--- config.mk ---
export PLATFORM = sky130hd
export DESIGN_NAME = kl8_multi
export DESIGN_NICKNAME = d
export VERILOG_FILES = /design/src/rtl/kl8_pkg.sv /design/src/rtl/kl8_chan.sv /design/src/rtl/kl8_multi.sv
export SDC_FILE = /design/constraint.sdc
export NUM_CORES = 1
export LEC_CHECK = 0
export CORE_UTILIZATION = 45
export CTS_CLUSTER_DIAMETER = 30
export DETAILED_ROUTE_END_ITERATION = 10
export GPL_TIMING_DRIVEN = 0
export HOLD_SLACK_MARGIN = 0.02
export PLACE_DENSITY = 0.75
export SLEW_MARGIN = 0
export SYNTH_ARGS = -nofsm -noshare
export SYNTH_HDL_FRONTEND = slang
export SYNTH_HIERARCHICAL = 1
export SYNTH_SLANG_ARGS = --single-unit
--- constraint.sdc ---
create_clock -name clk -period 3.1 [get_ports clk]
set_input_delay 0.93 -clock clk [delete_from_list [all_inputs] [get_ports clk]]
set_output_delay 0.93 -clock clk [all_outputs]
set_load 0.1 [all_outputs]
--- src/rtl/kl8_pkg.sv ---
`default_nettype none
//============================================================================
// Module      : kl8_pkg
// Description : Shared types and constants for the multi-channel KL8 console
//               controller: TX/RX state encodings, IOP bit positions, the
//               device-code field of MB and the idle (no data) bus value.
// Revision    : 1.0  initial release
//============================================================================
package kl8_pkg;

    typedef enum logic [1:0] {
        TX_IDLE  = 2'd0,
        TX_START = 2'd1,
        TX_DATA  = 2'd2,
        TX_STOP  = 2'd3
    } tx_state_t;

    typedef enum logic [1:0] {
        RX_IDLE  = 2'd0,
        RX_START = 2'd1,
        RX_DATA  = 2'd2,
        RX_STOP  = 2'd3
    } rx_state_t;

    // Bit positions of the IOP pulses in the packed {iop_4, iop_2, iop_1} vector
    localparam int c_iop1_bit = 0;
    localparam int c_iop2_bit = 1;
    localparam int c_iop4_bit = 2;

    // Device code field of MB during an IOT
    localparam int c_dev_msb = 8;
    localparam int c_dev_lsb = 3;

    // Low-true data bus value meaning "nothing driven"
    localparam logic [11:0] c_idle_data = 12'o7777;

    // Channel k owns an adjacent pair of codes: keyboard base+2k, printer base+2k+1
    function automatic logic [5:0] dev_code(input logic [5:0] base,
                                            input int unsigned chan,
                                            input logic is_tty);
        return base + 6'(2 * chan) + {5'b0, is_tty};
    endfunction

endpackage
`default_nettype wire

--- src/rtl/kl8_chan.sv ---
`default_nettype none
//============================================================================
// Module      : kl8_chan
// Description : One KL8 serial channel: 8N1 receiver feeding a keyboard FIFO,
//               8N1 transmitter with teleprinter flag, and this channel's
//               contribution to the skip / clear-AC / data / interrupt terms.
// Ports       : clk, rst          clock, async active-high reset
//               pwr_clr           synchronous clear of all channel state
//               rx_data, tx_data  serial line in (async) / out (idle high)
//               sel_kbd, sel_tty  this channel's device codes are on MB
//               iop_1/2/4         IOT pulse levels
//               iop_2/4_rise      single-cycle rising-edge strobes
//               tx_char           character from AC for TLS/TPC
//               skp, clr_ac, data high-true bus terms (OR-ed by the top)
//               flag              kbd flag | tty flag, for the interrupt
//               rx_ovr            sticky FIFO overrun
// Revision    : 1.0  initial release
//============================================================================
module kl8_chan
    import kl8_pkg::*;
#(
    parameter int CLKS_PER_BIT = 434,
    parameter int RX_DEPTH     = 4
)(
    input  logic        clk,
    input  logic        rst,
    input  logic        pwr_clr,
    input  logic        rx_data,
    output logic        tx_data,
    input  logic        sel_kbd,
    input  logic        sel_tty,
    input  logic        iop_1,
    input  logic        iop_2,
    input  logic        iop_4,
    input  logic        iop_2_rise,
    input  logic        iop_4_rise,
    input  logic [7:0]  tx_char,
    output logic        skp,
    output logic        clr_ac,
    output logic [11:0] data,
    output logic        flag,
    output logic        rx_ovr
);

    localparam int              c_cw        = $clog2(CLKS_PER_BIT);
    localparam int              c_aw        = $clog2(RX_DEPTH);
    localparam logic [c_cw-1:0] c_bit_last  = c_cw'(CLKS_PER_BIT - 1);
    localparam logic [c_cw-1:0] c_half_last = c_cw'(CLKS_PER_BIT / 2 - 1);

    //------------------------------------------------------------------
    // Transmitter
    //------------------------------------------------------------------
    tx_state_t       r_tx_state;
    logic [c_cw-1:0] r_tx_cnt;
    logic [2:0]      r_tx_idx;
    logic [7:0]      r_tx_shift;
    logic            r_tx_data;
    logic            r_tty_flag;
    logic            w_tx_tick;
    logic            w_tx_load;

    assign w_tx_tick = (r_tx_cnt == c_bit_last);
    // A TPC that arrives while a frame is in flight is simply dropped
    assign w_tx_load = iop_4_rise & sel_tty & (r_tx_state == TX_IDLE);

    always_ff @(posedge clk or posedge rst) begin
        if (rst) begin
            r_tx_state <= TX_IDLE;
            r_tx_cnt   <= '0;
            r_tx_idx   <= '0;
            r_tx_shift <= '0;
            r_tx_data  <= 1'b1;
            r_tty_flag <= 1'b0;
        end else if (pwr_clr) begin
            r_tx_state <= TX_IDLE;
            r_tx_cnt   <= '0;
            r_tx_idx   <= '0;
            r_tx_shift <= '0;
            r_tx_data  <= 1'b1;
            r_tty_flag <= 1'b0;
        end else begin
            if (iop_2_rise && sel_tty) begin
                r_tty_flag <= 1'b0;
            end
            case (r_tx_state)
                TX_IDLE: begin
                    if (w_tx_load) begin
                        r_tx_state <= TX_START;
                        r_tx_cnt   <= '0;
                        r_tx_shift <= tx_char;
                        r_tx_data  <= 1'b0;
                        r_tty_flag <= 1'b0;
                    end
                end
                TX_START: begin
                    if (w_tx_tick) begin
                        r_tx_state <= TX_DATA;
                        r_tx_cnt   <= '0;
                        r_tx_idx   <= '0;
                        r_tx_data  <= r_tx_shift[0];
                    end else begin
                        r_tx_cnt <= r_tx_cnt + 1'b1;
                    end
                end
                TX_DATA: begin
                    if (w_tx_tick) begin
                        r_tx_cnt <= '0;
                        if (r_tx_idx == 3'd7) begin
                            r_tx_state <= TX_STOP;
                            r_tx_data  <= 1'b1;
                        end else begin
                            r_tx_idx   <= r_tx_idx + 1'b1;
                            r_tx_shift <= {1'b0, r_tx_shift[7:1]};
                            r_tx_data  <= r_tx_shift[1];
                        end
                    end else begin
                        r_tx_cnt <= r_tx_cnt + 1'b1;
                    end
                end
                TX_STOP: begin
                    if (w_tx_tick) begin
                        r_tx_state <= TX_IDLE;
                        r_tx_cnt   <= '0;
                        // Completion wins over a coincident TCF so it is never lost
                        r_tty_flag <= 1'b1;
                    end else begin
                        r_tx_cnt <= r_tx_cnt + 1'b1;
                    end
                end
                default: begin
                    r_tx_state <= TX_IDLE;
                    r_tx_data  <= 1'b1;
                end
            endcase
        end
    end

    //------------------------------------------------------------------
    // Receiver (2-FF synchroniser, centre sampling)
    //------------------------------------------------------------------
    logic            r_rx_s1;
    logic            r_rx_s2;
    rx_state_t       r_rx_state;
    logic [c_cw-1:0] r_rx_cnt;
    logic [2:0]      r_rx_idx;
    logic [7:0]      r_rx_shift;
    logic            w_rx_tick;
    logic            w_push;

    assign w_rx_tick = (r_rx_cnt == c_bit_last);
    // Good stop bit: byte offered to the FIFO on the stop-sample edge
    assign w_push    = (r_rx_state == RX_STOP) & w_rx_tick & r_rx_s2;

    always_ff @(posedge clk or posedge rst) begin
        if (rst) begin
            r_rx_s1    <= 1'b1;
            r_rx_s2    <= 1'b1;
            r_rx_state <= RX_IDLE;
            r_rx_cnt   <= '0;
            r_rx_idx   <= '0;
            r_rx_shift <= '0;
        end else if (pwr_clr) begin
            r_rx_s1    <= 1'b1;
            r_rx_s2    <= 1'b1;
            r_rx_state <= RX_IDLE;
            r_rx_cnt   <= '0;
            r_rx_idx   <= '0;
            r_rx_shift <= '0;
        end else begin
            r_rx_s1 <= rx_data;
            r_rx_s2 <= r_rx_s1;
            case (r_rx_state)
                RX_IDLE: begin
                    if (!r_rx_s2) begin
                        r_rx_state <= RX_START;
                        r_rx_cnt   <= '0;
                    end
                end
                RX_START: begin
                    if (r_rx_cnt == c_half_last) begin
                        // Line back high at mid-start means a glitch, not a frame
                        r_rx_state <= r_rx_s2 ? RX_IDLE : RX_DATA;
                        r_rx_cnt   <= '0;
                        r_rx_idx   <= '0;
                    end else begin
                        r_rx_cnt <= r_rx_cnt + 1'b1;
                    end
                end
                RX_DATA: begin
                    if (w_rx_tick) begin
                        r_rx_cnt   <= '0;
                        r_rx_shift <= {r_rx_s2, r_rx_shift[7:1]};
                        if (r_rx_idx == 3'd7) begin
                            r_rx_state <= RX_STOP;
                        end else begin
                            r_rx_idx <= r_rx_idx + 1'b1;
                        end
                    end else begin
                        r_rx_cnt <= r_rx_cnt + 1'b1;
                    end
                end
                RX_STOP: begin
                    if (w_rx_tick) begin
                        r_rx_state <= RX_IDLE;
                        r_rx_cnt   <= '0;
                    end else begin
                        r_rx_cnt <= r_rx_cnt + 1'b1;
                    end
                end
                default: begin
                    r_rx_state <= RX_IDLE;
                end
            endcase
        end
    end

    //------------------------------------------------------------------
    // Keyboard FIFO
    //------------------------------------------------------------------
    logic [7:0]    r_mem [RX_DEPTH];
    logic [c_aw:0] r_wr_ptr;
    logic [c_aw:0] r_rd_ptr;
    logic          r_ovr;
    logic          w_empty;
    logic          w_full;
    logic          w_pop;
    logic          w_wr;
    logic [7:0]    w_head;

    assign w_empty = (r_wr_ptr == r_rd_ptr);
    assign w_full  = (r_wr_ptr[c_aw] != r_rd_ptr[c_aw]) &&
                     (r_wr_ptr[c_aw-1:0] == r_rd_ptr[c_aw-1:0]);
    assign w_pop   = iop_2_rise & sel_kbd & ~w_empty;
    // A pop in the same cycle frees the slot the incoming byte needs
    assign w_wr    = w_push & (~w_full | w_pop);
    assign w_head  = r_mem[r_rd_ptr[c_aw-1:0]];

    always_ff @(posedge clk) begin
        if (w_wr) begin
            r_mem[r_wr_ptr[c_aw-1:0]] <= r_rx_shift;
        end
    end

    always_ff @(posedge clk or posedge rst) begin
        if (rst) begin
            r_wr_ptr <= '0;
            r_rd_ptr <= '0;
            r_ovr    <= 1'b0;
        end else if (pwr_clr) begin
            r_wr_ptr <= '0;
            r_rd_ptr <= '0;
            r_ovr    <= 1'b0;
        end else begin
            if (w_wr) begin
                r_wr_ptr <= r_wr_ptr + 1'b1;
            end
            if (w_pop) begin
                r_rd_ptr <= r_rd_ptr + 1'b1;
            end
            if (w_push && w_full && !w_pop) begin
                r_ovr <= 1'b1;
            end
        end
    end

    //------------------------------------------------------------------
    // Bus terms (levels, only while the relevant pulse is high)
    //------------------------------------------------------------------
    assign skp     = iop_1 & ((sel_kbd & ~w_empty) | (sel_tty & r_tty_flag));
    assign clr_ac  = iop_2 & sel_kbd;
    assign data    = (iop_4 & sel_kbd) ? {4'b0, w_head} : 12'd0;
    assign flag    = ~w_empty | r_tty_flag;
    assign tx_data = r_tx_data;
    assign rx_ovr  = r_ovr;

endmodule
`default_nettype wire

--- src/rtl/kl8_multi.sv ---
`default_nettype none
//============================================================================
// Module      : kl8_multi
// Description : N-channel KL8 console controller on the PDP-8/I positive I/O
//               bus. Detects IOP rising edges, decodes the device codes of
//               each channel and combines the per-channel bus terms into the
//               low-true wired skip, clear-AC, data and interrupt lines.
// Ports       : clk, rst             clock, async active-high reset
//               rx_data / tx_data    NCHAN serial lines, idle high
//               iop_1/2/4            IOT pulses, high-true
//               io_bmb, io_bac       MB (device code) and AC (character)
//               i_o_pwr_clr          I/O power clear, synchronous
//               i_o_skp_rq_l         skip request, low-true
//               i_o_int_rq_l         interrupt request, low-true
//               i_o_0_to_ac_l        clear AC, low-true
//               io_data_l            data into AC, low-true
//               rx_ovr               sticky overrun per channel
// Revision    : 1.0  initial release
//============================================================================
module kl8_multi
    import kl8_pkg::*;
#(
    parameter int         NCHAN        = 1,
    parameter logic [5:0] DEV_BASE     = 6'o03,
    parameter int         CLKS_PER_BIT = 434,
    parameter int         RX_DEPTH     = 4
)(
    input  logic             clk,
    input  logic             rst,
    input  logic [NCHAN-1:0] rx_data,
    output logic [NCHAN-1:0] tx_data,
    input  logic             iop_1,
    input  logic             iop_2,
    input  logic             iop_4,
    input  logic [11:0]      io_bmb,
    input  logic [11:0]      io_bac,
    input  logic             i_o_pwr_clr,
    output logic             i_o_skp_rq_l,
    output logic             i_o_int_rq_l,
    output logic             i_o_0_to_ac_l,
    output logic [11:0]      io_data_l,
    output logic [NCHAN-1:0] rx_ovr
);

    // IOP pulses last several clocks; act once, on the first clock they are seen high
    logic [2:0] w_iop;
    logic [2:0] r_iop_d;
    logic [2:0] w_rise;

    assign w_iop  = {iop_4, iop_2, iop_1};
    assign w_rise = w_iop & ~r_iop_d;

    always_ff @(posedge clk or posedge rst) begin
        if (rst) begin
            r_iop_d <= '0;
        end else begin
            r_iop_d <= w_iop;
        end
    end

    logic [NCHAN-1:0]       w_skp;
    logic [NCHAN-1:0]       w_clr;
    logic [NCHAN-1:0]       w_flag;
    logic [NCHAN-1:0][11:0] w_data;
    logic [5:0]             w_dev;

    assign w_dev = io_bmb[c_dev_msb:c_dev_lsb];

    for (genvar k = 0; k < NCHAN; k++) begin : g_chan
        localparam logic [5:0] c_kbd_code = dev_code(DEV_BASE, k, 1'b0);
        localparam logic [5:0] c_tty_code = dev_code(DEV_BASE, k, 1'b1);

        logic w_sel_kbd;
        logic w_sel_tty;

        assign w_sel_kbd = (w_dev == c_kbd_code);
        assign w_sel_tty = (w_dev == c_tty_code);

        kl8_chan #(
            .CLKS_PER_BIT (CLKS_PER_BIT),
            .RX_DEPTH     (RX_DEPTH)
        ) u_chan (
            .clk        (clk),
            .rst        (rst),
            .pwr_clr    (i_o_pwr_clr),
            .rx_data    (rx_data[k]),
            .tx_data    (tx_data[k]),
            .sel_kbd    (w_sel_kbd),
            .sel_tty    (w_sel_tty),
            .iop_1      (iop_1),
            .iop_2      (iop_2),
            .iop_4      (iop_4),
            .iop_2_rise (w_rise[c_iop2_bit]),
            .iop_4_rise (w_rise[c_iop4_bit]),
            .tx_char    (io_bac[7:0]),
            .skp        (w_skp[k]),
            .clr_ac     (w_clr[k]),
            .data       (w_data[k]),
            .flag       (w_flag[k]),
            .rx_ovr     (rx_ovr[k])
        );
    end

    logic [11:0] w_data_or;

    always_comb begin
        w_data_or = 12'd0;
        for (int k = 0; k < NCHAN; k++) begin
            w_data_or = w_data_or | w_data[k];
        end
    end

    assign i_o_skp_rq_l  = ~|w_skp;
    assign i_o_0_to_ac_l = ~|w_clr;
    assign i_o_int_rq_l  = ~|w_flag;
    assign io_data_l     = c_idle_data & ~w_data_or;

    // MB/AC bits outside the device field and the character are not decoded here
    logic w_unused;
    assign w_unused = ^{io_bac[11:8], io_bmb[11:9], io_bmb[2:0], w_rise[c_iop1_bit]};

endmodule
`default_nettype wire

# Word-level counts from Yosys, hierarchy flattened

Memory sizes are Yosys's and may differ from the RTL's.
Index checks and enable logic that the tools add are counted.

Bits in registers: 58
RAM bits: 32
Input bits: 31
Output and inout bits: 17
Memories: 1

$add $sub $neg: 6
Eq/ne operators: 28
Mux-type cells: 64
Bitwise operators: 20
Reduce and logical (&&, ||, !) cells: 28

Memories:

| memory                 | depth | width | rd ports | clocked after Yosys merged registers in | wr ports | RTL line        | RTL |
|---|---|---|---|---|---|---|---|
| g_chan[0].u_chan.r_mem | 4     | 8     | 1        | 0                                       | 1        | kl8_chan.sv:220 | `logic [7:0] r_mem [RX_DEPTH];` |

Operators by type and width:

| cell                | number |
|---|---|
| $mux 8              | 8 |
| $mux 9              | 7 |
| $mux 3              | 12 |
| $ne 3x2->1 const B  | 9 |
| $pmux 9 s3          | 1 |
| $mux 2              | 13 |
| $add 9x1->9 const B | 2 |
| $eq 9x9->1 const B  | 2 |
| $pmux 9 s2          | 1 |
| $pmux 2 s4          | 2 |
| $pmux 8 s2          | 1 |
| $reduce_and 4->1    | 4 |
| $mux 1              | 15 |
| $add 3x1->3 const B | 4 |
| $and 1x1->1         | 12 |
| $not 12->12         | 1 |
| $pmux 3 s2          | 2 |
| $reduce_and 5->1    | 2 |
| $reduce_bool 2->1   | 5 |
| $eq 9x8->1 const B  | 1 |
| $ne 3x3->1 const B  | 3 |
| $reduce_bool 3->1   | 3 |
| $eq 2x2->1 const B  | 4 |
| $eq 3x3->1 const B  | 2 |
| other kinds (19)    | 30 |

# Longest topological paths before layout

Depth after elaboration: 8
Depth in mapped cells: 7
Mapped depth without buffers: 6

# Cells and area by module

The synthesis kept the hierarchy.

By module, submodules not included:

| module    | times used | cells each | area an instance (µm²) | seq. area each (µm²) |
|---|---|---|---|---|
| kl8_chan  | 1          | 377        | 4,399.2                | 2,341.0 |
| kl8_multi | 1          | 24         | 157.7                  | 50.0 |

# Worst setup path after synthesis

Ideal clock, no wire load.

Path kind: input port to output port
Start point: input io_bmb[6]
End point: output i_o_skp_rq_l
Data arrival time: 2.298 ns
Setup slack: -0.128 ns
Stages on the path: 6
Path buffers: 1
Cells stage by stage: or3_4 nor3_1 clkbuf_1 a22oi_1 nor2b_1 inv_1

Cells in the longest elaborated chain, start to end: 5
Elaborated cells on any way between the ends: 7
Those cells by class: eq/ne (2); bitwise (4); reduce/logical (1)

Ends and longest elaborated chain:

| what                    | RTL line         | RTL |
|---|---|---|
| start, declared         | kl8_multi.sv:35  | `input logic [11:0] io_bmb,` |
| $eq 6x2->1              | kl8_multi.sv:76  | `assign w_sel_kbd = (w_dev == c_kbd_code);` |
| via g_chan[0].w_sel_kbd | kl8_multi.sv:73  | `logic w_sel_kbd;` |
| $and 1x1->1             | kl8_chan.sv:269  | `assign skp = iop_1 & ((sel_kbd & ~w_empty) \| (sel_tty & r_tty_flag));` |
| $or 1x1->1              | kl8_chan.sv:269  |  |
| $and 1x1->1             | kl8_chan.sv:269  |  |
| via w_skp               | kl8_multi.sv:61  | `logic [NCHAN-1:0] w_skp;` |
| $logic_not 1->1         | kl8_multi.sv:113 | `assign i_o_skp_rq_l = ~\|w_skp;` |
| end, declared           | kl8_multi.sv:38  | `output logic i_o_skp_rq_l,` |

The timed path passes the listed nets, and every way through them passes these cells.

# Worst setup path after layout

Start point: input io_bmb[8]
End point: output i_o_skp_rq_l

Cells in the longest elaborated chain, start to end: 5
Elaborated cells on any way between the ends: 7
Those cells by class: eq/ne (2); bitwise (4); reduce/logical (1)

Ends and longest elaborated chain:

| what                    | RTL line         | RTL |
|---|---|---|
| $eq 6x3->1              | kl8_multi.sv:77  | `assign w_sel_tty = (w_dev == c_tty_code);` |
| via g_chan[0].w_sel_tty | kl8_multi.sv:74  | `logic w_sel_tty;` |
| $and 1x1->1             | kl8_chan.sv:269  |  |
| $or 1x1->1              | kl8_chan.sv:269  |  |
| $and 1x1->1             | kl8_chan.sv:269  |  |
| via w_skp               | kl8_multi.sv:61  |  |
| $logic_not 1->1         | kl8_multi.sv:113 |  |

The timed path passes the listed nets, and every way through them passes these cells.

==> metrics.md <==
| Metric | Value |
|---|---|
| Status | finished, violations left |
| Failing checks | negative setup slack |
| Clock skew | 0.0153 ns |
| Setup Viol. Count Final | 9 |
| Reg2reg start | g_chan[0].u_chan/r_rd_ptr[0]$_DFFE_PP0P_ |
| Final Hold Vio Count | 0 |
| Top Ports | 48 |
| Hold_ws | 0.503 ns |
| Final Routed Wirelength | around 9000 µm |
| Async S/R FF share, synth | 0.640 |
| CTS root buf | clkbuf_8 |
| GR Overflow Total | 0 |
| Die X | 103 µm |
| Pwr dens | around 450 mW/mm² |
| Total power | between 2 and 2.5 mW |
| Gate power share | 0.166 |
| Crit path DAT | ~2.3 ns |
| CP most frequent cell | buf_6 |
| Yosys cell types | 69 |
| Internal | 1.70 mW |
| Adder-cell share of the synthesized area | 0.0494 |
| Crit end category | output pin |
| # placed instances | 570 |
| Number of vias per cell | between 5 and 6 |
| Setup WS post-layout | -0.0932 ns |
| FF-to-FF setup slack | between 0.9 and 1 ns |
| Finished Layout Cells | 589 |
| Worst vdd ir | approximately 200 µV |
| Worst-margin pin slew | a little under 1 ns |
| Main combinational cell family by area after synthesis | simple AND/OR/NAND/NOR gates |
| Max incr delay on CP | about 0.41 ns |
| CP Data Required Time | between 2 and 2.5 ns |
| Seq/Total Area, Yosys | 0.525 |
| Area Overhead vs Synth | 18.1% |
| Port Buffers | 32 |
| Post-synthesis cell area | approximately 0.0046 mm² |
| DR WL/cell | roughly 15 µm |
| Final ANT Viol Nets | 0 |
| Fin crit share | 1.03 |
| Worst Setup SP | io_bmb[8] |
| Switching share of total power | 0.291 |
| Fin crit period | ~3.2 ns |
| Fin nets | 500 |
| Die Y | around 100 µm |
| Post-Synthesis Cells | around 400 |
| Clock power frac | 0.292 |
| Initial Utilization | 0.466 |
| Share of power burned in registers | 0.542 |
| XOR/XNOR Fraction of Synth Area | 0.0154 |
| Buffer levels on the longest clock path | 2 |
| Syn_area_per_cell | between 10 and 15 µm² |
| Reg clk slew, reported paths | around 0.080 ns |
| Reg2reg end | g_chan[0].u_chan/r_mem[0][1]$_DFFE_PP_ |
| Initial antenna violation count | 0 |
| Post-synthesis mux area share | 0.0851 |
| Worst Setup EP | i_o_skp_rq_l |
| Final slew viol count | 0 |
| CP max-delay cell | or3_4 |
| Post-synthesis compound-gate area fraction | 0.125 |
| DRC viols | 0 |
| Final weighted congestion in routability-driven placement | around 0.87 |
| Yosys reg bits | 89 |
| CTS tree | yes |
| Row cnt | 36 |
| Final Util | 0.551 |
| Critical Path Start Type | primary input |
| Die area | roughly 0.011 mm² |
| Layout cells sized above 1 | 0.171 |
| Post-synth EDFFs | 32 |
| LEAKAGE | about 2.2 nW |
| FMAX | 313 MHz |
| Synth Flop Type | dfrtp_1 |
| DRT iter0 DRCs | ~140 |
| Clk_lat worst skew | 0.36 ns |
| Number of synthesis warnings | 6 |
| Simple-gate share of the synthesized area | 0.155 |
| TritonCTS buffer count | 9 |
| DR pass1 iterations | 4 |
| Hold WC Path Type | reg -> reg |
| Switching pwr | 697 µW |
| Unrepaired setup endpoints after global routing | yes |
| Normalized max-slew margin | 0.353 |
| GR Util All Layers | 0.182 |
| CTS H-Tree Depth | 3 |
| Crit path cell chain | buf_6 -> or3_4 -> nor4b_4 -> a22oi_1 -> nor2b_1 -> inv_1 -> buf_6 |
| Max-Cap Viols | 0 |
| Vias in the first global route | 3,095 |
| Wire length of the first global-routing pass | 14,700 µm |
| N_diodes | 0 |
| Largest net degree at the start of global routing | 43 |
| Critical path class | in -> out |
| Worst Path Max Fanout | 4 |
| Reg2reg path depth | 6 |
| HPWL after DPL | 6110 µm |
| DR vias | between 3,000 and 4,000 |
| Sink Count | a little under 90 |
| Core ar. | around 0.01 mm² |
[sequential cells by signal (all words and copies together) (netlist names)]
name and flops:
g_chan.u_chan/r_rx_cnt 9, g_chan.u_chan/r_tty_flag 1, g_chan.u_chan/r_rx_state 2, g_chan.u_chan/r_rx_idx 3
r_iop_d 2, g_chan.u_chan/r_rx_s1 1, g_chan.u_chan/r_tx_idx 3, g_chan.u_chan/r_mem 32
g_chan.u_chan/tx_data 1, g_chan.u_chan/r_wr_ptr 3, g_chan.u_chan/r_rx_s2 1, g_chan.u_chan/r_tx_shift 8
g_chan.u_chan/r_tx_cnt 9, g_chan.u_chan/r_tx_state 2, g_chan.u_chan/r_rd_ptr 3, g_chan.u_chan/r_rx_shift 8
g_chan.u_chan/rx_ovr 1
[critical path, delay by kind of cell]
family / cells / cell delay, ns
AND/OR/NAND/NOR: 3 / 0.86
AO/OA/AOI/OAI: 1 / 0.14
buffers and inverters: 3 / 0.32
[layer usage]
layer	global-route usage	vias up	wire, µm
met2	0.299	57	4340
met1	0.239	1551	4150
met4	0.0747	0	133
li1	-	1560	-
met5	0	-	0
met3	0.0325	9	289
[worst min path at each step]
stage / cells after the start / slack [ns] / to / start
final: 1 / 0.50 / g_chan[0].u_chan/r_tx_shift[6]$_DFFE_PP0P_ / g_chan[0].u_chan/r_tx_shift[6]$_DFFE_PP0P_
after global routing: 1 / 0.53 / g_chan[0].u_chan/r_tx_shift[0]$_DFFE_PP0P_ / g_chan[0].u_chan/r_tx_shift[0]$_DFFE_PP0P_
after CTS: 1 / 0.50 / g_chan[0].u_chan/r_tx_shift[3]$_DFFE_PP0P_ / g_chan[0].u_chan/r_tx_shift[3]$_DFFE_PP0P_
after detailed placement: 1 / 0.48 / g_chan[0].u_chan/r_tx_shift[3]$_DFFE_PP0P_ / g_chan[0].u_chan/r_tx_shift[3]$_DFFE_PP0P_
after global placement: 1 / 0.47 / g_chan[0].u_chan/r_tx_shift[3]$_DFFE_PP0P_ / g_chan[0].u_chan/r_tx_shift[3]$_DFFE_PP0P_
after floorplan: 1 / 0.46 / g_chan[0].u_chan/r_tx_shift[2]$_DFFE_PP0P_ / g_chan[0].u_chan/r_tx_shift[2]$_DFFE_PP0P_
[repair_timing]
item                                    CTS  global route
hold buffers                              0             0
pin swaps                                 3             0
buffers inserted                          1             1
endpoints found under the setup margin   43            43
resized for setup                        93            28
gates cloned                              1             0
hold endpoints to repair                  0             0
[cells by family (layout without fill, tap and decap cells)]
kind of cell	Yosys count	in the layout
mux	28	28
fa+ha+maj	18	18
other cells	1	4
xor+xnor	8	8
compound gates	81	81
flops	89	89
buf+inv	47	99
simple gates	129	129
[power by group through the flow]
stage,clock (mW),combinational (mW),sequential [mW]
after detailed placement,0,0.393,1.32
after floorplan,0,0.258,1.35
after CTS,0.728,0.396,1.30
after global placement,0,0.379,1.32
after global routing,0.770,0.445,1.31
final,0.700,0.397,1.30
[Yosys cell counts (4+ instances only)]
master | count | share of area
o22ai_1 | 4 | 0.0055
o21ai_0 | 18 | 0.020
a22o_1 | 5 | 0.0096
a21o_1 | 5 | 0.0082
and3_1 | 11 | 0.015
nand2_1 | 27 | 0.022
a21oi_1 | 13 | 0.014
and2_1 | 7 | 0.0096
nor2b_1 | 5 | 0.0069
mux2i_1 | 20 | 0.044
nor2_1 | 28 | 0.023
o2bb2ai_1 | 7 | 0.013
xnor2_1 | 7 | 0.013
nand4_1 | 4 | 0.0055
ha_1 | 18 | 0.049
buf_4 | 5 | 0.0082
dfrtp_1 | 54 | 0.30
mux4_2 | 6 | 0.030
edfxtp_1 | 32 | 0.21
nand3_1 | 9 | 0.0099
inv_1 | 31 | 0.026
nor3_1 | 12 | 0.013
clkbuf_1 | 7 | 0.0058
[through the flow]
| step | TNS (ns) | worst slack, ns | area [µm²] |
|---|---|---|---|
| floorplan | -0.169 | -0.0913 | 4580 |
| global placement | -40.10 | -1.29 | 5070 |
| detailed placement | -28.13 | -1.29 | 5090 |
| CTS | -0.709 | -0.105 | 5290 |
| global route | -1.18 | -0.196 | 5380 |
| finish | -0.446 | -0.0932 | 5380 |
[cell usage in the layout (no fill, tap or decap), types with 5 or more instances in the layout]
cell,instances
o21ai_0,18
buf_4,7
nor3_1,11
edfxtp_1,32
dfrtp_1,54
buf_6,7
and3_1,7
o2bb2ai_1,7
clkbuf_8,10
a21oi_1,13
nor2b_1,5
mux2i_1,20
nor2_1,28
a21o_1,5
nand2_1,27
mux4_2,6
inv_1,24
clkbuf_1,7
ha_1,18
buf_12,7
inv_2,6
xnor2_1,7
a22o_1,5
clkdlybuf4s50_1,15
nand3_1,9
[area by class of cell]
cell class | count | area, µm²
timing repair buffer | 36 | 417
buffer | 16 | 98.8
fill | 835 | 4390
inverter | 31 | 120
sequential | 89 | 2390
clock buffer | 10 | 128
tap | 133 | 166
multi-input combinational | 268 | 2020
clock inverter | 6 | 42.5
Note: power is estimated with default switching activity, not from simulation.
